$ cat src/rtl/mem_map_pkg.sv
// rtl/mem_map_pkg.sv - flash window map, arbiter state encoding and port ids
package mem_map_pkg;

  localparam logic [31:0] FLASH_BASE  = 32'h0800_0000;
  localparam int          FLASH_DEPTH = 8;
  localparam int          FLASH_IDX_W = $clog2(FLASH_DEPTH);

  typedef enum logic [1:0] {
    ST_IDLE  = 2'd0,
    ST_ISSUE = 2'd1,
    ST_RESP  = 2'd2
  } arb_state_t;

  typedef logic port_id_t;
  localparam port_id_t PORT_FETCH = 1'b0;
  localparam port_id_t PORT_DATA  = 1'b1;

endpackage

$ cat src/rtl/rom_addr_decode.sv
// rtl/rom_addr_decode.sv - byte address to flash word index plus fault flag
module rom_addr_decode
  import mem_map_pkg::*;
#(
  parameter logic [31:0] BASE_ADDR = FLASH_BASE,
  parameter int          DEPTH     = FLASH_DEPTH,
  parameter int          IDX_W     = FLASH_IDX_W
) (
  input  logic [31:0]      i_addr,
  output logic [IDX_W-1:0] o_index,
  output logic             o_fault
);

  localparam logic [31:0] LIMIT = 32'(4 * DEPTH);

  logic [31:0] w_off;

  // Unsigned subtraction: addresses below the base wrap to huge offsets and
  // therefore fall out of range without a separate lower-bound compare.
  assign w_off   = i_addr - BASE_ADDR;
  assign o_fault = (w_off >= LIMIT) || (i_addr[1:0] != 2'b00);
  assign o_index = w_off[IDX_W+1:2];

endmodule

$ cat src/rtl/rom_arbiter.sv
// rtl/rom_arbiter.sv - round-robin fetch/data arbiter for the single-port flash
module rom_arbiter
  import mem_map_pkg::*;
#(
  parameter logic [31:0] BASE_ADDR = FLASH_BASE,
  parameter int          DEPTH     = FLASH_DEPTH,
  parameter int          IDX_W     = FLASH_IDX_W
) (
  input  logic        clock,
  input  logic        reset_n,
  input  logic        if_req,
  input  logic [31:0] if_addr,
  output logic        if_gnt,
  output logic        if_rvalid,
  output logic [31:0] if_rdata,
  output logic        if_fault,
  input  logic        d_req,
  input  logic        d_we,
  input  logic [31:0] d_addr,
  input  logic [31:0] d_wdata,
  output logic        d_gnt,
  output logic        d_rvalid,
  output logic [31:0] d_rdata,
  output logic        d_fault,
  output logic        mem_we,
  output logic [31:0] mem_addr,
  output logic [31:0] mem_wdata,
  input  logic [31:0] mem_rdata
);

  arb_state_t       r_state;
  arb_state_t       w_next_state;
  port_id_t         r_last_grant;
  port_id_t         r_winner;
  port_id_t         w_winner;
  logic             r_we;
  logic             r_fault;
  logic [IDX_W-1:0] r_idx;
  logic [31:0]      r_wdata;
  logic             w_grant;
  logic [IDX_W-1:0] w_if_idx;
  logic [IDX_W-1:0] w_d_idx;
  logic             w_if_fault;
  logic             w_d_fault;
  logic             w_rd_ok;

  rom_addr_decode #(
    .BASE_ADDR(BASE_ADDR),
    .DEPTH    (DEPTH),
    .IDX_W    (IDX_W)
  ) u_if_decode (
    .i_addr (if_addr),
    .o_index(w_if_idx),
    .o_fault(w_if_fault)
  );

  rom_addr_decode #(
    .BASE_ADDR(BASE_ADDR),
    .DEPTH    (DEPTH),
    .IDX_W    (IDX_W)
  ) u_d_decode (
    .i_addr (d_addr),
    .o_index(w_d_idx),
    .o_fault(w_d_fault)
  );

  // The memory port holds the latched command outside ISSUE; only mem_we is gated.
  assign mem_addr  = {{(32-IDX_W){1'b0}}, r_idx};
  assign mem_wdata = r_wdata;
  assign w_rd_ok   = !r_we && !r_fault;

  // Round-robin choice: a lone requester wins, a tie goes to the port not served last.
  always_comb begin
    w_winner = PORT_FETCH;
    if (if_req && d_req) begin
      w_winner = (r_last_grant == PORT_FETCH) ? PORT_DATA : PORT_FETCH;
    end else if (d_req) begin
      w_winner = PORT_DATA;
    end
  end

  // State register.
  always_ff @(posedge clock or negedge reset_n) begin
    if (!reset_n) begin
      r_state <= ST_IDLE;
    end else begin
      r_state <= w_next_state;
    end
  end

  // Next state and all handshake/response outputs; grants are gated by reset_n
  // so nothing leaks out while reset is held with requests pending.
  always_comb begin
    w_next_state = r_state;
    w_grant      = 1'b0;
    if_gnt       = 1'b0;
    d_gnt        = 1'b0;
    if_rvalid    = 1'b0;
    if_rdata     = 32'h0;
    if_fault     = 1'b0;
    d_rvalid     = 1'b0;
    d_rdata      = 32'h0;
    d_fault      = 1'b0;
    mem_we       = 1'b0;
    case (r_state)
      ST_IDLE: begin
        if ((if_req || d_req) && reset_n) begin
          w_grant      = 1'b1;
          if_gnt       = (w_winner == PORT_FETCH);
          d_gnt        = (w_winner == PORT_DATA);
          w_next_state = ST_ISSUE;
        end
      end
      ST_ISSUE: begin
        mem_we       = r_we && !r_fault;
        w_next_state = ST_RESP;
      end
      ST_RESP: begin
        if (r_winner == PORT_FETCH) begin
          if_rvalid = 1'b1;
          if_fault  = r_fault;
          if_rdata  = w_rd_ok ? mem_rdata : 32'h0;
        end else begin
          d_rvalid = 1'b1;
          d_fault  = r_fault;
          d_rdata  = w_rd_ok ? mem_rdata : 32'h0;
        end
        w_next_state = ST_IDLE;
      end
      default: begin
        w_next_state = ST_IDLE;
      end
    endcase
  end

  // Capture the pre-decoded command of the winning port at the grant edge.
  always_ff @(posedge clock or negedge reset_n) begin
    if (!reset_n) begin
      r_last_grant <= PORT_FETCH;
      r_winner     <= PORT_FETCH;
      r_we         <= 1'b0;
      r_fault      <= 1'b0;
      r_idx        <= '0;
      r_wdata      <= 32'h0;
    end else if (w_grant) begin
      r_last_grant <= w_winner;
      r_winner     <= w_winner;
      if (w_winner == PORT_DATA) begin
        r_we    <= d_we;
        r_fault <= w_d_fault;
        r_idx   <= w_d_idx;
        r_wdata <= d_wdata;
      end else begin
        r_we    <= 1'b0;
        r_fault <= w_if_fault;
        r_idx   <= w_if_idx;
        r_wdata <= 32'h0;
      end
    end
  end

endmodule

$ cat config.mk
export PLATFORM = sky130hd
export DESIGN_NAME = rom_arbiter
export DESIGN_NICKNAME = d
export VERILOG_FILES = /design/src/rtl/mem_map_pkg.sv /design/src/rtl/rom_addr_decode.sv /design/src/rtl/rom_arbiter.sv
export SDC_FILE = /design/constraint.sdc
export NUM_CORES = 1
export LEC_CHECK = 0
export ABC_CLOCK_PERIOD_IN_PS = 3800
export CORE_MARGIN = 10
export CORE_UTILIZATION = 33
export DETAILED_ROUTE_END_ITERATION = 8
export PLACE_DENSITY_LB_ADDON = 0.2
export SYNTH_ARGS = -nofsm -noshare
export SYNTH_HDL_FRONTEND = slang
export SYNTH_SLANG_ARGS = --single-unit
$ cat constraint.sdc
create_clock -name clock -period 3.8 [get_ports clock]
set_clock_uncertainty 0.1 [all_clocks]
set_input_delay 0.76 -clock clock [delete_from_list [all_inputs] [get_ports clock]]
set_output_delay 0.76 -clock clock [all_outputs]
set_load 0.005 [all_outputs]
* After elaboration in Yosys (flattened, before gate mapping)
Cells that the tools add are included.
** Word-level totals
- Register bits :: 40
- Bits in latches :: 0
- Memory bits (writable) :: 0
- Bits in read-only memories :: 0
- Input port bits :: 133
- Output and inout bits :: 135
- Logic and storage cells :: 54
- Memories kept :: 0
** Operators by class
- $add $sub $neg :: 2
- Multiply operators :: 0
- Divide/modulo/power cells :: 0
- Magnitude comparators :: 2
- Equal/unequal tests :: 3
- Shift-type cells :: 0
- Mux-type cells :: 28
- Bitwise operators :: 1
- Reductions and logical operators :: 12
** Operators with widths (number)
- 32-bit 2-to-1 mux :: 6
- 32-bit by 6-bit >= comparator with 1-bit output, second input constant :: 2
- 32-bit by 28-bit subtractor with 32-bit output, second input constant :: 2
- 1-bit 2-to-1 mux :: 19
- 1-bit logical AND :: 4
- 2-bit case mux with 2 select lines :: 1
- 2-bit nonzero test :: 2
- 1-bit logical OR :: 3
- 3-bit 2-to-1 mux :: 1
- 2-bit by 1-bit == test with 1-bit output, second input constant :: 1
- 2-bit == test, second input constant :: 1
- 1-bit zero test :: 2
- 2-bit zero test :: 1
- 2-bit 2-to-1 mux :: 1
- 2-bit != test, second input constant :: 1
- 1-bit NOT :: 1

* Logic depth before layout (Yosys ltp)
Gate-level depths: netlist of the first run.
- Depth after elaboration :: 5
- Gate-level depth with buffers :: 6

* Cells and area by module
From an unflattened synthesis of the first run, not the netlist that was laid out.
** Unflattened totals
- Cells, all modules :: 244
- Area total of the unflattened synthesis :: 2446.1 µm²
** Modules (own cells, without submodules)
- rom_arbiter :: times used 1, cells each 210, area an instance 2208.4 µm²
- rom_addr_decode :: times used 2, cells each 17, area an instance 118.9 µm²

* Worst setup path after synthesis of the first run
OpenSTA, ideal clock, no wires.
- Path type :: input -> output
- Start :: input port if_req
- End :: output port if_gnt
- Arrival time :: 1.347 ns
- Required time :: 2.940 ns
- Slack :: 1.593 ns
- Cell stages on the path :: 5
- Path buffers :: 2
- Cells stage by stage :: nand2_2 > and2_4 > buf_6 > buf_12 > nor2_2
** On the way
- Longest elaborated chain between the ends :: 5
- Elaborated cells on any way between the ends :: 7
- Those cells by class :: 3 x mux; 1 x bitwise; 3 x reduce/logical
** RTL lines
- start: declaration :: line rom_arbiter.sv:11 : input logic if_req,
- 1-bit logical AND :: line rom_arbiter.sv:75 : if (if_req && d_req) begin
- 1-bit 2-to-1 mux :: line rom_arbiter.sv:75
- 1-bit NOT :: line rom_arbiter.sv:109 : if_gnt = (w_winner == PORT_FETCH);
- 1-bit 2-to-1 mux (*) :: line rom_arbiter.sv:107 : if ((if_req || d_req) && reset_n) begin
- 1-bit 2-to-1 mux (*) :: line rom_arbiter.sv:105 : case (r_state)
- end: declaration :: line rom_arbiter.sv:13 : output logic if_gnt,
Every way passes the cells marked *; elsewhere a longest branch is shown, timed or not.

* Final worst setup path of the first run
Ends and elaborated chain as after synthesis.

==> results of run 1 <==
[report_power, final]
part / internal, mW / switching [mW] / total [mW]
Combinational: 0.337 / 0.251 / 0.588
Clock: 0.124 / 0.151 / 0.275
Sequential: 0.502 / 0.0477 / 0.550
[layer usage]
layer / routed length, um / vias to the layer above / track usage [%]
met2: 6170 / 142 / 31.8
li1: - / 1461 / -
met5: 16 / - / 0
met3: 1390 / 10 / 8.53
met4: 131 / 2 / 3.17
met1: 4210 / 1354 / 17.7
[synth_stat cells, types with 3 or more instances]
cell and n:
nand3_2 29, nor2_2 3, nand2_1 72, o21ai_1 3
buf_2 7, clkbuf_1 6, nor4_1 12, nand3_1 4
dfrtp_1 40, nand4_1 4, and3_1 64, buf_12 3
inv_1 4, mux2i_1 3, buf_6 8, buf_4 29
[stage by stage]
step / std cells / total power, mW / cell area, sq um / hold WS, ps
finish: 644 / 1.41 / 5090 / 368
global route: 644 / 1.50 / 5090 / 394
CTS: 644 / 1.43 / 5090 / 372
detailed placement: 637 / 1.15 / 5010 / 355
global placement: 637 / 1.14 / 5010 / 349
floorplan: 341 / 0.805 / 2880 / 363
[kinds of logic (layout without fill, tap and decap cells)]
| group | Yosys count | count (layout) | share of synthesized area (%) |
|---|---|---|---|
| simple gates | 201 | 201 | 43.2 |
| buf+inv | 58 | 256 | 16.1 |
| flops | 40 | 40 | 36.1 |
| compound gates | 6 | 6 | 1.85 |
| mux | 3 | 3 | 1.08 |
| fa+ha+maj | 2 | 2 | 0.902 |
| xor+xnor | 2 | 2 | 0.631 |
| other cells | 1 | 29 | 0.135 |
[worst min-delay path, stage by stage, from the launching register on]
cell,delay (ps)
dfrtp_1,350
nand2_1,50
nand2_1,50
[final cells by class]
class / count / area, sq um / share of cell area, %
clock buffers: 5 / 68.8 / 1.35
clock inverters: 2 / 12.5 / 0.246
inverters: 5 / 21.3 / 0.418
multi-input cells: 243 / 1430 / 28.1
flip-flops and latches: 40 / 1000 / 19.7
well taps: 105 / 131 / 2.58
repair buffers: 244 / 2420 / 47.6
[worst paths after layout]
path	start	to	slack (ps)	cells after the start
setup / recovery	if_req	if_gnt	710	5
hold / removal	mem_wdata[19]$_DFFE_PN0P_	mem_wdata[19]$_DFFE_PN0P_	370	2
setup reg to reg	r_state[0]$_DFFE_PN0P_	mem_wdata[25]$_DFFE_PN0P_	1920	6
hold reg to reg	mem_wdata[19]$_DFFE_PN0P_	mem_wdata[19]$_DFFE_PN0P_	370	2
max in group asynchronous	reset_n	mem_wdata[20]$_DFFE_PN0P_	2730	2
min in group asynchronous	reset_n	mem_wdata[0]$_DFFE_PN0P_	510	2
[state kept, by name (all words and copies together) (netlist names)]
register	cells
r_fault	1
r_state	2
r_winner	1
mem_wdata	32
r_idx	3
r_we	1
==> results.cfg, run 1 <==
[outcome]
outcome = finished clean

[route]
drt_iter0_markers = 108
vias = 2969
firstDrtPassIters = 4
viasPerCell = 4.61
final_antenna_net_count = 0
drc = 0
wirelength_um = 11900
wl_per_cell_um = 18.5

[sta]
slew_headroom_pct = 61.5
post-route-min-period_ps = 3090
hold_violations = 0
worst_slack_ps = 709
tightest_slew_ps = 577
setup_tns_ps = 0
drv_slew = 0
rsz0062_at_grt = false
post-route-period-util_pct = 81.3
finalSetupViolations = 0
fmax_mhz = 324

[global_route]
grt_pass1_wl_um = 17700
grt_max_degree = 65
overflow = 0
gr-usage-all-layers_pct = 17.5
grt_pass1_vias = 2942
antenna_found_initial = 1

[worst_setup_path]
critPathLaunchType = input port
arrival_ps = 2230
crit_path_end_kind = primary output
crit_chain = clkdlybuf4s50_1 > nand2_2 > and2_4 > nor2_2 > clkdlybuf4s50_1
worst-setup-path-type = in2out
path_delay_family = buffers and inverters
cpMaxStageDelayCell = clkdlybuf4s50_1
critPathBufInv = 2
cpPeakStageDelay_ps = 570
worstPathRequired_ps = 2940
critPathMostFrequentCell = clkdlybuf4s50_1
critPathMaxFanout = 2

[place]
gp_congestion = 0.909
hpwl_um = 10000
dp_slack_ps = 684
port_buffers = 238

[clock_tree]
cts_tree = built
insertion_delay_ps = 280
ctsHoldBuffers = 0
cts_buffers = 5
root_buffer = clkbuf_8
clockBufferDepth = 2
cts-resized-gates = 0
htreeDepth = 2
postCtsSetupBuffers = 0
clock_sinks = 40
clk_pin_slew_ps = 70

[cells_and_area]
num_antenna_cells = 0
mostFrequentLayoutCells = clkdlybuf4s50_1 (237), nand2_1 (72), and3_1 (64), dfrtp_1 (40)
areaGrowthSynthToFinish_pct = 83.4
layout_commonest_cell = clkdlybuf4s50_1
final_nets = 674
layout-drive-gt1-share_pct = 9.46
fill_cells = 739
fin_util_pct = 61.9

[synthesis]
synth.cell_area_sq_um = 2780
synth_top_area_share_pct = 36.1
synth_edf_count = 0
synth.distinct_cells = 32
ys_seq_area_share_pct = 36.1
yosysWarnings = 0
ys.flop_type = dfrtp_1
yosysTopAreaCell = dfrtp_1
async_flop_share_pct = 100
syn_area_per_cell_sq_um = 8.87
synth.area.top_cells = dfrtp_1 (36%), and3_1 (14%), nand3_2 (10%)
synthCells = 313
synth-seq-cells = 40

[floorplan]
dieArea_sq_um = 12500
die_height_um = 112
rows = 33
start_util_pct = 33.8
ioPinCount = 268
coreArea_sq_um = 8220
dieWidth_um = 112

[hold_path]
hold_path.class = reg2reg

[pwr]
p_leak_nw = 2.39
p_per_area_nw_per_um2 = 278
ir_drop_mv = 0.223

[run]
maxCapViolCount = 0
Power figures use the tool's default switching activity.
==> run 2: changes to the inputs <==
Settings changed: ABC_CLOCK_PERIOD_IN_PS 3800 to 3200, CORE_UTILIZATION 33 to 31.
Clock period 3.8 ns to 3.2 ns, I/O delays scaled along.
==> run 2 against run 1 <==
Against the previous run:
- largest cell class unchanged
- critical path type unchanged
- worst hold slack got worse by 2.4 ps
- wire length increased by 0.86%
- largest power group unchanged
- worst setup slack got worse by 360 ps
- clock-buffer cell count increased by 1
- global-route usage decreased by 0.47 points
- sequential power increased by 19%
==> results.cfg, run 2 (synthesized netlist as in run 1, its figures left out) <==
[sta]
tightest_slew_ps = 569
hold_violations = 0
slew_headroom_pct = 62.1
worst_slack_ps = 348
fmax_mhz = 351
finalSetupViolations = 0
drv_slew = 0
post-route-period-util_pct = 89.1
post-route-min-period_ps = 2850
setup_tns_ps = 0
rsz0062_at_grt = false
whs_ps = 366

[worst_setup_path]
arrival_ps = 2110
crit_chain = clkdlybuf4s50_1 > nand2_2 > and2_4 > nor2_2 > clkdlybuf4s50_1
cpPeakStageDelay_ps = 560
critPathBufInv = 2
critPathLaunchType = input port
crit_path_end_kind = primary output
worst-setup-path-type = in2out
path_delay_family = buffers and inverters
cpMaxStageDelayCell = clkdlybuf4s50_1
critPathMostFrequentCell = clkdlybuf4s50_1
critPathMaxFanout = 2
worstPathRequired_ps = 2460

[global_route]
grt_pass1_vias = 3097
overflow = 0
antenna_found_initial = 2
grt_max_degree = 65
gr-usage-all-layers_pct = 17.0
grt_pass1_wl_um = 17900

[cells_and_area]
largest_register_ffs = 32
fin_area_sq_um = 5090
areaGrowthSynthToFinish_pct = 83.5
layout-drive-gt1-share_pct = 9.28
mostFrequentLayoutCells = clkdlybuf4s50_1 (237), nand2_1 (72), and3_1 (64), dfrtp_1 (40)
layout_commonest_cell = clkdlybuf4s50_1
final_cells = 648
final_nets = 674
fin_util_pct = 58.4

[route]
firstDrtPassIters = 4
drc = 0
viasPerCell = 4.56
final_antenna_net_count = 0
wl_per_cell_um = 18.6
vias = 2954
drt_iter0_markers = 183
wirelength_um = 12000

[pwr]
p_int_mw = 1.14
clockPowerShare_pct = 19.0
p_per_area_nw_per_um2 = 328
comb_power_share_pct = 41.8
p_leak_nw = 2.39
finalPower_mw = 1.67
p_switching_mw = 0.527
power_frac_seq_pct = 39.2
ir_drop_mv = 0.260
swShare_pct = 31.5

[clock_tree]
cts-resized-gates = 0
cts_buffers = 5
postCtsSetupBuffers = 0
insertion_delay_ps = 280
ctsHoldBuffers = 0
htreeDepth = 2
clock_sinks = 40
root_buffer = clkbuf_8
clk_pin_slew_ps = 70
cts_tree = built
clockBufferDepth = 2

[hold_path]
hold_path.class = reg2reg

[floorplan]
rows = 34
coreArea_sq_um = 8720
start_util_pct = 31.8
die_height_um = 115
dieWidth_um = 115
ioPinCount = 268
dieArea_sq_um = 13100

[run]
maxCapViolCount = 0

[place]
placed_cell_area_sq_um = 5010
dp_slack_ps = 323
port_buffers = 238
dpl.cell_count = 640
hpwl_um = 10100
gp_congestion = 0.859

[outcome]
outcome = finished clean
run 2: cell count changes in the layout (fill, tap and decap cells not counted), sizes merged:
cell / previous run / this run
clkbuf: 5 / 6
clkinvlp: 1 / 0
diode: 0 / 1
run 2: layout make-up:
class	count	area, sq um
Antenna cell	1	2.50
Clock buffer	6	72.6
Clock inverter	1	5.00
Fill cell	804	3630
Inverter	5	21.3
Multi-Input combinational cell	243	1430
Sequential cell	40	1000
Tap cell	108	135
Timing Repair Buffer	244	2420
run 2: power by group through the flow:
stage | clock network, mW | registers, mW | logic [mW]
floorplan | 0 | 0.666 | 0.291
finish | 0.318 | 0.655 | 0.699
global route | 0.348 | 0.671 | 0.769
global placement | 0 | 0.660 | 0.698
CTS | 0.325 | 0.658 | 0.707
detailed placement | 0 | 0.665 | 0.705
run 2: routing by layer:
| metal | GRT usage (%) | part of all wire [%] | wire (um) |
|---|---|---|---|
| met1 | 17.6 | 35 | 4230 |
| met2 | 31.2 | 52 | 6210 |
| met4 | 3.17 | 1.4 | 173 |
| met5 | 0 | 0.11 | 13 |
| met3 | 7.13 | 12 | 1400 |
run 2: worst reg2reg max path, stage by stage, from the launching register on:
cell	delay [ps]
dfrtp_1	410
nor2_2	170
o211ai_4	100
buf_4	290
inv_4	460
nand3_1	160
nand2_1	100
run 2: final timing paths:
path,slack [ps],start,endpoint,depth (start not counted)
max in group asynchronous,2240,reset_n,mem_wdata[11]$_DFFE_PN0P_,2
min,370,mem_wdata[11]$_DFFE_PN0P_,mem_wdata[11]$_DFFE_PN0P_,2
max reg2reg,1360,r_state[1]$_DFFE_PN0P_,mem_wdata[26]$_DFFE_PN0P_,6
max,350,if_req,if_gnt,5
min in group asynchronous,390,reset_n,mem_wdata[21]$_DFFE_PN0P_,2
min reg2reg,370,mem_wdata[11]$_DFFE_PN0P_,mem_wdata[11]$_DFFE_PN0P_,2
